### src/rtl/iot_event_arbiter.sv
// -----------------------------------------------------------------------------
// iot_event_arbiter
//
// Collects join/leave requests from N_DEV IoT devices and turns them into a
// serial stream of single-cycle change pulses for the active-device monitor
// counter. Redundant requests are dropped: a join from a device that is
// already active, or a leave from a device that is not active. They are
// reported on dup_err. Pending requests are served round-robin, so a device
// that re-requests continuously cannot starve the others.
//
// Handshake: a request on device i transfers on a rising edge where
// req_valid[i] and req_ready[i] are both 1. req_ready[i] is low while that
// device already has a request pending, so each device has at most one
// request outstanding. A device that holds req_valid while not ready simply
// waits, and its req_dir must stay stable until the transfer.
//
// Ports:
//   clk          system clock, rising edge
//   rst          asynchronous active-low reset
//   req_valid    per-device request valid
//   req_dir      per-device direction (1 = join, 0 = leave)
//   req_ready    per-device ready (= no request pending for that device)
//   pause        1 = issue nothing; request capture keeps running
//   change       registered one-cycle pulse to the monitor
//   on_off       registered direction for the monitor; valid while change=1
//   grant_id     device index of the most recent issue slot
//   dup_err      registered one-cycle pulse when a redundant request is dropped
//   active_mask  1 = device currently counted as active
//   active_cnt   popcount of active_mask (registered shadow of the monitor)
//   busy         a request is pending or the FSM is not IDLE
//   dbg_state    FSM state for debug (0 = IDLE, 1 = ISSUE, 2 = PAUSED)
// -----------------------------------------------------------------------------
module iot_event_arbiter #(
  parameter int N_DEV = 4,
  parameter int CNT_W = 8,
  localparam int ID_W = $clog2(N_DEV)
) (
  input  logic             clk,
  input  logic             rst,
  input  logic [N_DEV-1:0] req_valid,
  input  logic [N_DEV-1:0] req_dir,
  output logic [N_DEV-1:0] req_ready,
  input  logic             pause,
  output logic             change,
  output logic             on_off,
  output logic [ID_W-1:0]  grant_id,
  output logic             dup_err,
  output logic [N_DEV-1:0] active_mask,
  output logic [CNT_W-1:0] active_cnt,
  output logic             busy,
  output logic [1:0]       dbg_state
);

  typedef enum logic [1:0] {
    IDLE   = 2'd0,
    ISSUE  = 2'd1,
    PAUSED = 2'd2
  } state_t;

  state_t           state_q, state_d;
  logic [N_DEV-1:0] pend_q, pend_dir_q;
  logic [ID_W-1:0]  rr_q;

  // Round-robin search: the first pending device at or after rr_q.
  logic            found;
  logic [ID_W-1:0] sel;
  logic [ID_W-1:0] cand;
  int              idx;

  always_comb begin
    found = 1'b0;
    sel   = '0;
    cand  = '0;
    idx   = 0;
    for (int k = 0; k < N_DEV; k++) begin
      idx = int'(rr_q) + k;
      if (idx >= N_DEV) idx = idx - N_DEV;
      cand = ID_W'(idx);
      if (!found && pend_q[cand]) begin
        found = 1'b1;
        sel   = cand;
      end
    end
  end

  // An issue slot happens in IDLE or ISSUE when something is pending and
  // pause is low. Letting IDLE issue directly gives the one-edge latency
  // from capture to the change pulse. PAUSED always spends one cycle
  // returning to ISSUE before it issues again.
  logic             issue_en;
  logic             do_join, do_leave;
  logic [N_DEV-1:0] clr_vec, capture, remaining, pend_d;
  logic [ID_W-1:0]  rr_next;

  always_comb begin
    issue_en = found && !pause && (state_q != PAUSED);
    do_join  = pend_dir_q[sel] && !active_mask[sel];
    do_leave = !pend_dir_q[sel] && active_mask[sel];
    clr_vec  = '0;
    if (issue_en) clr_vec[sel] = 1'b1;
    // Only ready devices capture, so a device's own clear and a new capture
    // of that device never fall on the same edge.
    capture   = req_valid & ~pend_q;
    remaining = pend_q & ~clr_vec;
    pend_d    = remaining | capture;
    if (int'(sel) == N_DEV - 1) rr_next = '0;
    else                        rr_next = sel + ID_W'(1);
  end

  always_comb begin
    state_d = state_q;
    case (state_q)
      IDLE: begin
        if (|pend_q) begin
          if (pause)           state_d = PAUSED;
          else if (|remaining) state_d = ISSUE;
          else                 state_d = IDLE;
        end
      end
      ISSUE: begin
        if (!(|remaining)) state_d = IDLE;
        else if (pause)    state_d = PAUSED;
        else               state_d = ISSUE;
      end
      PAUSED: begin
        if (!pause) state_d = (|pend_q) ? ISSUE : IDLE;
      end
      default: state_d = IDLE;
    endcase
  end

  always_ff @(posedge clk or negedge rst) begin
    if (!rst) begin
      state_q     <= IDLE;
      pend_q      <= '0;
      pend_dir_q  <= '0;
      rr_q        <= '0;
      change      <= 1'b0;
      on_off      <= 1'b0;
      grant_id    <= '0;
      dup_err     <= 1'b0;
      active_mask <= '0;
      active_cnt  <= '0;
    end else begin
      state_q    <= state_d;
      pend_q     <= pend_d;
      pend_dir_q <= (pend_dir_q & ~capture) | (req_dir & capture);
      change     <= 1'b0;
      dup_err    <= 1'b0;
      if (issue_en) begin
        rr_q     <= rr_next;
        grant_id <= sel;
        if (do_join) begin
          change           <= 1'b1;
          on_off           <= 1'b1;
          active_mask[sel] <= 1'b1;
          active_cnt       <= active_cnt + CNT_W'(1);
        end else if (do_leave) begin
          change           <= 1'b1;
          on_off           <= 1'b0;
          active_mask[sel] <= 1'b0;
          active_cnt       <= active_cnt - CNT_W'(1);
        end else begin
          dup_err <= 1'b1;
        end
      end
    end
  end

  assign req_ready = ~pend_q;
  assign busy      = (|pend_q) || (state_q != IDLE);
  assign dbg_state = state_q;

endmodule

### config.mk
export PLATFORM = sky130hd
export DESIGN_NAME = iot_event_arbiter
export DESIGN_NICKNAME = d
export VERILOG_FILES = /design/src/rtl/iot_event_arbiter.sv
export SDC_FILE = /design/constraint.sdc
export NUM_CORES = 1
export LEC_CHECK = 0
export CAP_MARGIN = 20
export CORE_ASPECT_RATIO = 1.25
export CORE_MARGIN = 8
export CORE_UTILIZATION = 40
export CTS_CLUSTER_DIAMETER = 80
export DETAILED_ROUTE_END_ITERATION = 8
export PLACE_DENSITY = 0.66
export RECOVER_POWER = 100
export SLEW_MARGIN = 15
export SYNTH_ARGS = -nofsm -noshare
export SYNTH_HDL_FRONTEND = slang
export SYNTH_SLANG_ARGS = --single-unit
### constraint.sdc
create_clock -name clk -period 4.6 [get_ports clk]
set_input_delay 0.92 -clock clk [delete_from_list [all_inputs] [get_ports clk]]
set_output_delay 0.92 -clock clk [all_outputs]
set_load 0.05 [all_outputs]
==> out/results.txt, run 1 <==
DR iter-0 viols - 71
Synthesis-to-finish area growth - 27.8%
Share of post-route cells with drive strength above 1 - 8.74%
Achievable frequency - 259 MHz
Final setup vio count - 0
Fin crit share - 84.1%
Core area - 4070 um^2
Critical Path Fanout Max - 14
Largest family of logic cells by synthesized area - simple AND/OR/NAND/NOR gates
CP peak stage delay - 0.49 ns
GRT Residual Overflow - 0
Post-CTS Hold Buffers - 0
Drt pass-1 iters - 4
CP Launch Type - flop
Chip width - 74.0 um
Critical Path RT - 4.75 ns
Via/cell ratio - 5.14
DIE HEIGHT - 88.5 um
Tightest Hold Check Type - flop to flop
Fin. Hold Viols - 0
Synth Area in Compound Gates - 12.9%
Post-CTS sizing - 0
Clk sink count - 29
Post-Synth XOR/XNOR Area - 3.13%
Post-Synth Adder-Cell Area - 10.9%
Ys async rst share - 100%
Root Driver - clkbuf_8
Failing checks - max-capacitance violations, max-slew violations
Crit. End Element - flop
Worst-case clock skew - 0.00263 ns
Rel. slew slack - -4.96%
Cells after synthesis - 167
Unrepaired setup endpoints after global routing - no
Synth unique cells - 40
Fill count - 391
Max cap viols - 1
Die ar. - 6540 um^2
EDFF count, synth - 0
Htree depth - 2
Synthesized cell area - 1680 um^2
Clk slew on worst S/H paths - 0.06 ns
Port Buffer Count - 34
DR WL/cell - 15.1 um
Layout Nets - 231
Std-Cell Rows - 26
# IOs - 35
Fin crit period - 3.87 ns
Largest net degree at the start of global routing - 30
Status - complete, but fails checks
Initial cell density of the core - 41.3%
Post-DRT Antenna Nets - 0
N_diodes - 0
Flip-flop and latch count after synthesis - 29
Vias - 1347
Cell Chain, Critical Path - inv_1 > a221o_1 > a21oi_1 > mux2_2 > ha_1 > inv_1 > ha_1 > a21o_1 > a21o_1 > a21oi_1 > mux2i_1 > or4_1
Hpwl dp - 3090 um
Seq/Total Area, Yosys - 43.2%
CTS tree - done
Kind of critical path - flop to flop
Clk buf depth - 2
CP arrival - 4.02 ns
Mux contribution to synthesized area - 7.59%
First-pass GRT wire length - 6570 um
Total GRT Usage - 13.1%
Synthesized area per cell - 10.1 um^2
Synth Area in Simple Gates - 18.5%
Gpl congestion - 0.908
Drt drc - 0
Number of synthesis warnings - 0
Syn_nets - 192
Final wirelength - 3960 um
Worst-Skew Late Latency - 0.28 ns
Post-CTS setup-driven buffer insertion count - 0
Post-synth top flop - dfrtp_1
Initial antenna violation count - 0
Vias in the first global route - 1419
Slew @ Worst Pin - 1.57 ns
CTS Buf Count - 5
Slowest CP cell - or4_1
TNS Setup - 0 ns
Final Max Slew Viols - 30
[cell usage after synthesis (3+ instances only)]
| library cell | count | share of area, % |
|---|---|---|
| xnor2_1 | 3 | 1.6 |
| dfrtp_1 | 29 | 43 |
| or2_2 | 4 | 1.5 |
| nand3_1 | 5 | 1.5 |
| o21ai_0 | 11 | 3.3 |
| xor2_1 | 3 | 1.6 |
| ha_1 | 13 | 9.7 |
| nor2_1 | 7 | 1.6 |
| mux2_2 | 6 | 4.0 |
| a31oi_1 | 4 | 1.5 |
| a21o_1 | 5 | 2.2 |
| a21oi_1 | 8 | 2.4 |
| nand2_1 | 18 | 4.0 |
| inv_1 | 11 | 2.5 |
| mux2i_1 | 6 | 3.6 |
| nor2b_1 | 6 | 2.2 |
[per-layer routing]
layer / part of all wire [%] / vias up / global-route usage (%)
met2: 51 / 39 / 22.1
met4: 2.1 / 0 / 6.92
met5: 0 / - / 0
met1: 41 / 638 / 14.0
met3: 6.5 / 7 / 4.54
li1: - / 663 / -
[worst max-delay path, delay by kind of cell (launching register included)]
kind,cells,cell delay [ns]
buffers and inverters,2,0.45
and+or+nand+nor,1,0.49
adders and majority gates,2,0.57
muxes,2,0.50
AOI/OAI and AO/OA,5,1.31
DFF,1,0.42
[final timing paths]
| check | depth (start not counted) | slack, ns | start | endpoint |
|---|---|---|---|---|
| setup / recovery | 12 | 0.73 | pend_q[1]$_DFF_PN0_ | active_cnt[6]$_DFFE_PN0P_ |
| hold / removal | 1 | 0.47 | active_cnt[7]$_DFFE_PN0P_ | active_cnt[7]$_DFFE_PN0P_ |
| setup reg to reg | 12 | 0.73 | pend_q[1]$_DFF_PN0_ | active_cnt[6]$_DFFE_PN0P_ |
| hold reg to reg | 1 | 0.47 | active_cnt[7]$_DFFE_PN0P_ | active_cnt[7]$_DFFE_PN0P_ |
| max in group asynchronous | 2 | 2.11 | rst | asynchronous set/reset pin |
| min in group asynchronous | 2 | 1.56 | rst | active_cnt[3]$_DFFE_PN0P_ |
[metrics by stage]
| stage | cell area, um^2 | hold slack (ns) | util, % | cells | setup WS (ns) |
|---|---|---|---|---|---|
| floorplan | 1680 | 0.480 | - | 167 | 0.842 |
| detailed placement | 2080 | 0.464 | 51.1 | 255 | 0.732 |
| finish | 2150 | 0.466 | 52.8 | 262 | 0.732 |
| global placement | 2080 | 0.464 | 51.1 | 255 | 0.879 |
| CTS | 2160 | 0.479 | 53.2 | 262 | 0.728 |
| global route | 2150 | 0.487 | 52.8 | 262 | 0.517 |
[kinds of logic after synthesis]
family | count (synthesis)
buffers and inverters | 15
and+or+nand+nor | 56
DFF | 29
adders and majority gates | 14
muxes | 12
xor gates and xnor gates | 6
AOI/OAI and AO/OA | 35
[cell type report]
class,instances,area [um^2],area share (%)
inverter,12,45.0,2.10
timing repair buffer,35,344,16.0
clock buffer,7,86.3,4.02
sequential,29,726,33.8
tap,56,70.1,3.26
multi-input combinational,123,877,40.8
[cells in the final DEF, fill, tap and decap left out, drive strengths merged, types with 6 or more instances in the layout]
master,count
dlygate4sd3,30
dfrtp,29
nand2,18
ha,13
inv,12
o21ai,11
a21oi,8
clkbuf,8
nor2,7
mux2i,6
mux2,6
nor2b,6
Power of run 1 is not shown: default switching activity piles up to over one toggle a cycle in this logic, so the estimate is an artifact.
==> run 2: changes to the inputs <==
--- a/config.mk
+++ b/config.mk
@@ -11,7 +11,7 @@
 export CORE_UTILIZATION = 40
 export CTS_CLUSTER_DIAMETER = 80
 export DETAILED_ROUTE_END_ITERATION = 8
-export PLACE_DENSITY = 0.66
+export PLACE_DENSITY = 0.68
 export RECOVER_POWER = 100
 export SLEW_MARGIN = 15
 export SYNTH_ARGS = -nofsm -noshare
==> constraint.sdc (replaced) <==
create_clock -name clk -period 3.5 [get_ports clk]
set_input_delay 0.7 -clock clk [delete_from_list [all_inputs] [get_ports clk]]
set_output_delay 0.7 -clock clk [all_outputs]
set_load 0.05 [all_outputs]
==> out/results.txt, run 2 (same netlist as run 1, synthesis figures left out) <==
Status - complete, but fails checks
Failing checks - max-capacitance violations, max-slew violations
Vias in the first global route - 1395
TNS Setup - 0 ns
DIE HEIGHT - 88.5 um
R2R cell count - 12
Synthesis-to-finish area growth - 30.5%
CP Launch Type - flop
Met2 wire length - 2020 um
Tightest Hold Check Type - flop to flop
M1 wire length - 1500 um
WL met3 - 252 um
Hpwl dp - 3010 um
Achievable frequency - 301 MHz
CP arrival - 3.47 ns
Most frequent cell on the critical path - ha_1
Drt drc - 0
Worst-Skew Late Latency - 0.27 ns
Most frequent cells in the layout - dlygate4sd3_1 (29), dfrtp_1 (28), nand2_1 (18)
Die ar. - 6540 um^2
Clk slew on worst S/H paths - 0.06 ns
Slowest CP cell - or4_1
DR iter-0 viols - 51
Cell Chain, Critical Path - clkinvlp_4 > a221o_1 > a21oi_4 > mux2_2 > ha_1 > inv_2 > buf_4 > ha_1 > a21o_1 > a21oi_1 > mux2i_1 > or4_1
Layout Nets - 233
Post-DRT Antenna Nets - 0
Rel. slew slack - -2.27%
Final Max Slew Viols - 30
Reg2reg start - pend_q[1]$_DFF_PN0_
Htree depth - 2
Clk sink count - 29
CP Capture Point - active_cnt[6]$_DFFE_PN0P_
Largest net degree at the start of global routing - 30
Root Driver - clkbuf_8
Post-CTS Hold Buffers - 0
Post-CTS sizing - 0
Std-Cell Rows - 26
# IOs - 35
Fin crit share - 94.9%
Fill count - 372
Post-CTS setup-driven buffer insertion count - 0
Core area - 4070 um^2
Crit. End Element - flop
Flop-to-flop setup slack - 0.18 ns
Unrepaired setup endpoints after global routing - no
Critical Path RT - 3.64 ns
Kind of critical path - flop to flop
Final wirelength - 3860 um
Fin. Hold Viols - 0
Top sig layer - met4
Max cap viols - 1
Worst-case clock skew - 0.00250 ns
Slew @ Worst Pin - 1.53 ns
Via/cell ratio - 5.13
Share of post-route cells with drive strength above 1 - 12.5%
Port Buffer Count - 34
DR WL/cell - 14.6 um
First-pass GRT wire length - 6320 um
Fin crit period - 3.32 ns
N_diodes - 0
Initial cell density of the core - 41.3%
Chip width - 74.0 um
RR Endpoint - active_cnt[6]$_DFFE_PN0P_
Commonest non-fill, non-tap cell in the layout - dlygate4sd3_1
Clk buf depth - 2
GRT Residual Overflow - 0
CTS tree - done
Final setup vio count - 0
Critical Path Fanout Max - 12
Vias - 1354
CP peak stage delay - 0.49 ns
Total GRT Usage - 12.5%
Drt pass-1 iters - 5
Crit path launch - pend_q[1]$_DFF_PN0_
Gpl congestion - 0.854
CTS Buf Count - 5
Initial antenna violation count - 0
[run 2: stage by stage]
stage          instance area [um^2]  hold slack [ns]  setup slack (ns)  std cells  util (%)
3_5_place_dp                   2120            0.464             0.111        257      52.2
3_3_place_gp                   2120            0.467             0.203        257      52.2
5_1_grt                        2190            0.512            0.0116        264      53.9
6_report                       2190            0.469             0.178        264      53.9
2_1_floorplan                  1710            0.404           0.00310        167         -
4_1_cts                        2210            0.481            0.0987        264      54.3
[run 2: area by class of cell]
cell class | count | area, um^2 | share of cell area [%]
Timing Repair Buffer | 37 | 355 | 16.2
Clock buffer | 7 | 86.3 | 3.94
Sequential cell | 29 | 727 | 33.1
Multi-Input combinational cell | 123 | 906 | 41.3
Tap cell | 56 | 70.1 | 3.19
Inverter | 12 | 48.8 | 2.22
[run 2: worst min-delay path by stage]
stage / end / from / cells past startpoint
final: active_cnt[7]$_DFFE_PN0P_ / active_cnt[7]$_DFFE_PN0P_ / 1
after global placement: grant_id[1]$_DFFE_PN0P_ / grant_id[1]$_DFFE_PN0P_ / 2
after floorplan: asynchronous set/reset pin / rst / 0
after CTS: active_cnt[7]$_DFFE_PN0P_ / active_cnt[7]$_DFFE_PN0P_ / 1
after global routing: active_cnt[7]$_DFFE_PN0P_ / active_cnt[7]$_DFFE_PN0P_ / 1
after detailed placement: active_cnt[7]$_DFFE_PN0P_ / active_cnt[7]$_DFFE_PN0P_ / 1
[run 2: metal layers]
metal / vias to the layer above / GRT usage (%)
met4: 0 / 6.92
met5: - / 0
met1: 639 / 13.3
met3: 8 / 3.74
met2: 43 / 21.4
li1: 664 / -
[run 2: worst max-delay path: cells and delay by family, from the launching register on]
| family | cells | cell delay (ns) |
|---|---|---|
| compound gates | 4 | 0.92 |
| fa+ha+maj | 2 | 0.47 |
| buf+inv | 3 | 0.42 |
| flops | 1 | 0.42 |
| simple gates | 1 | 0.49 |
| mux | 2 | 0.46 |
Power of run 2 is left out for the same reason.
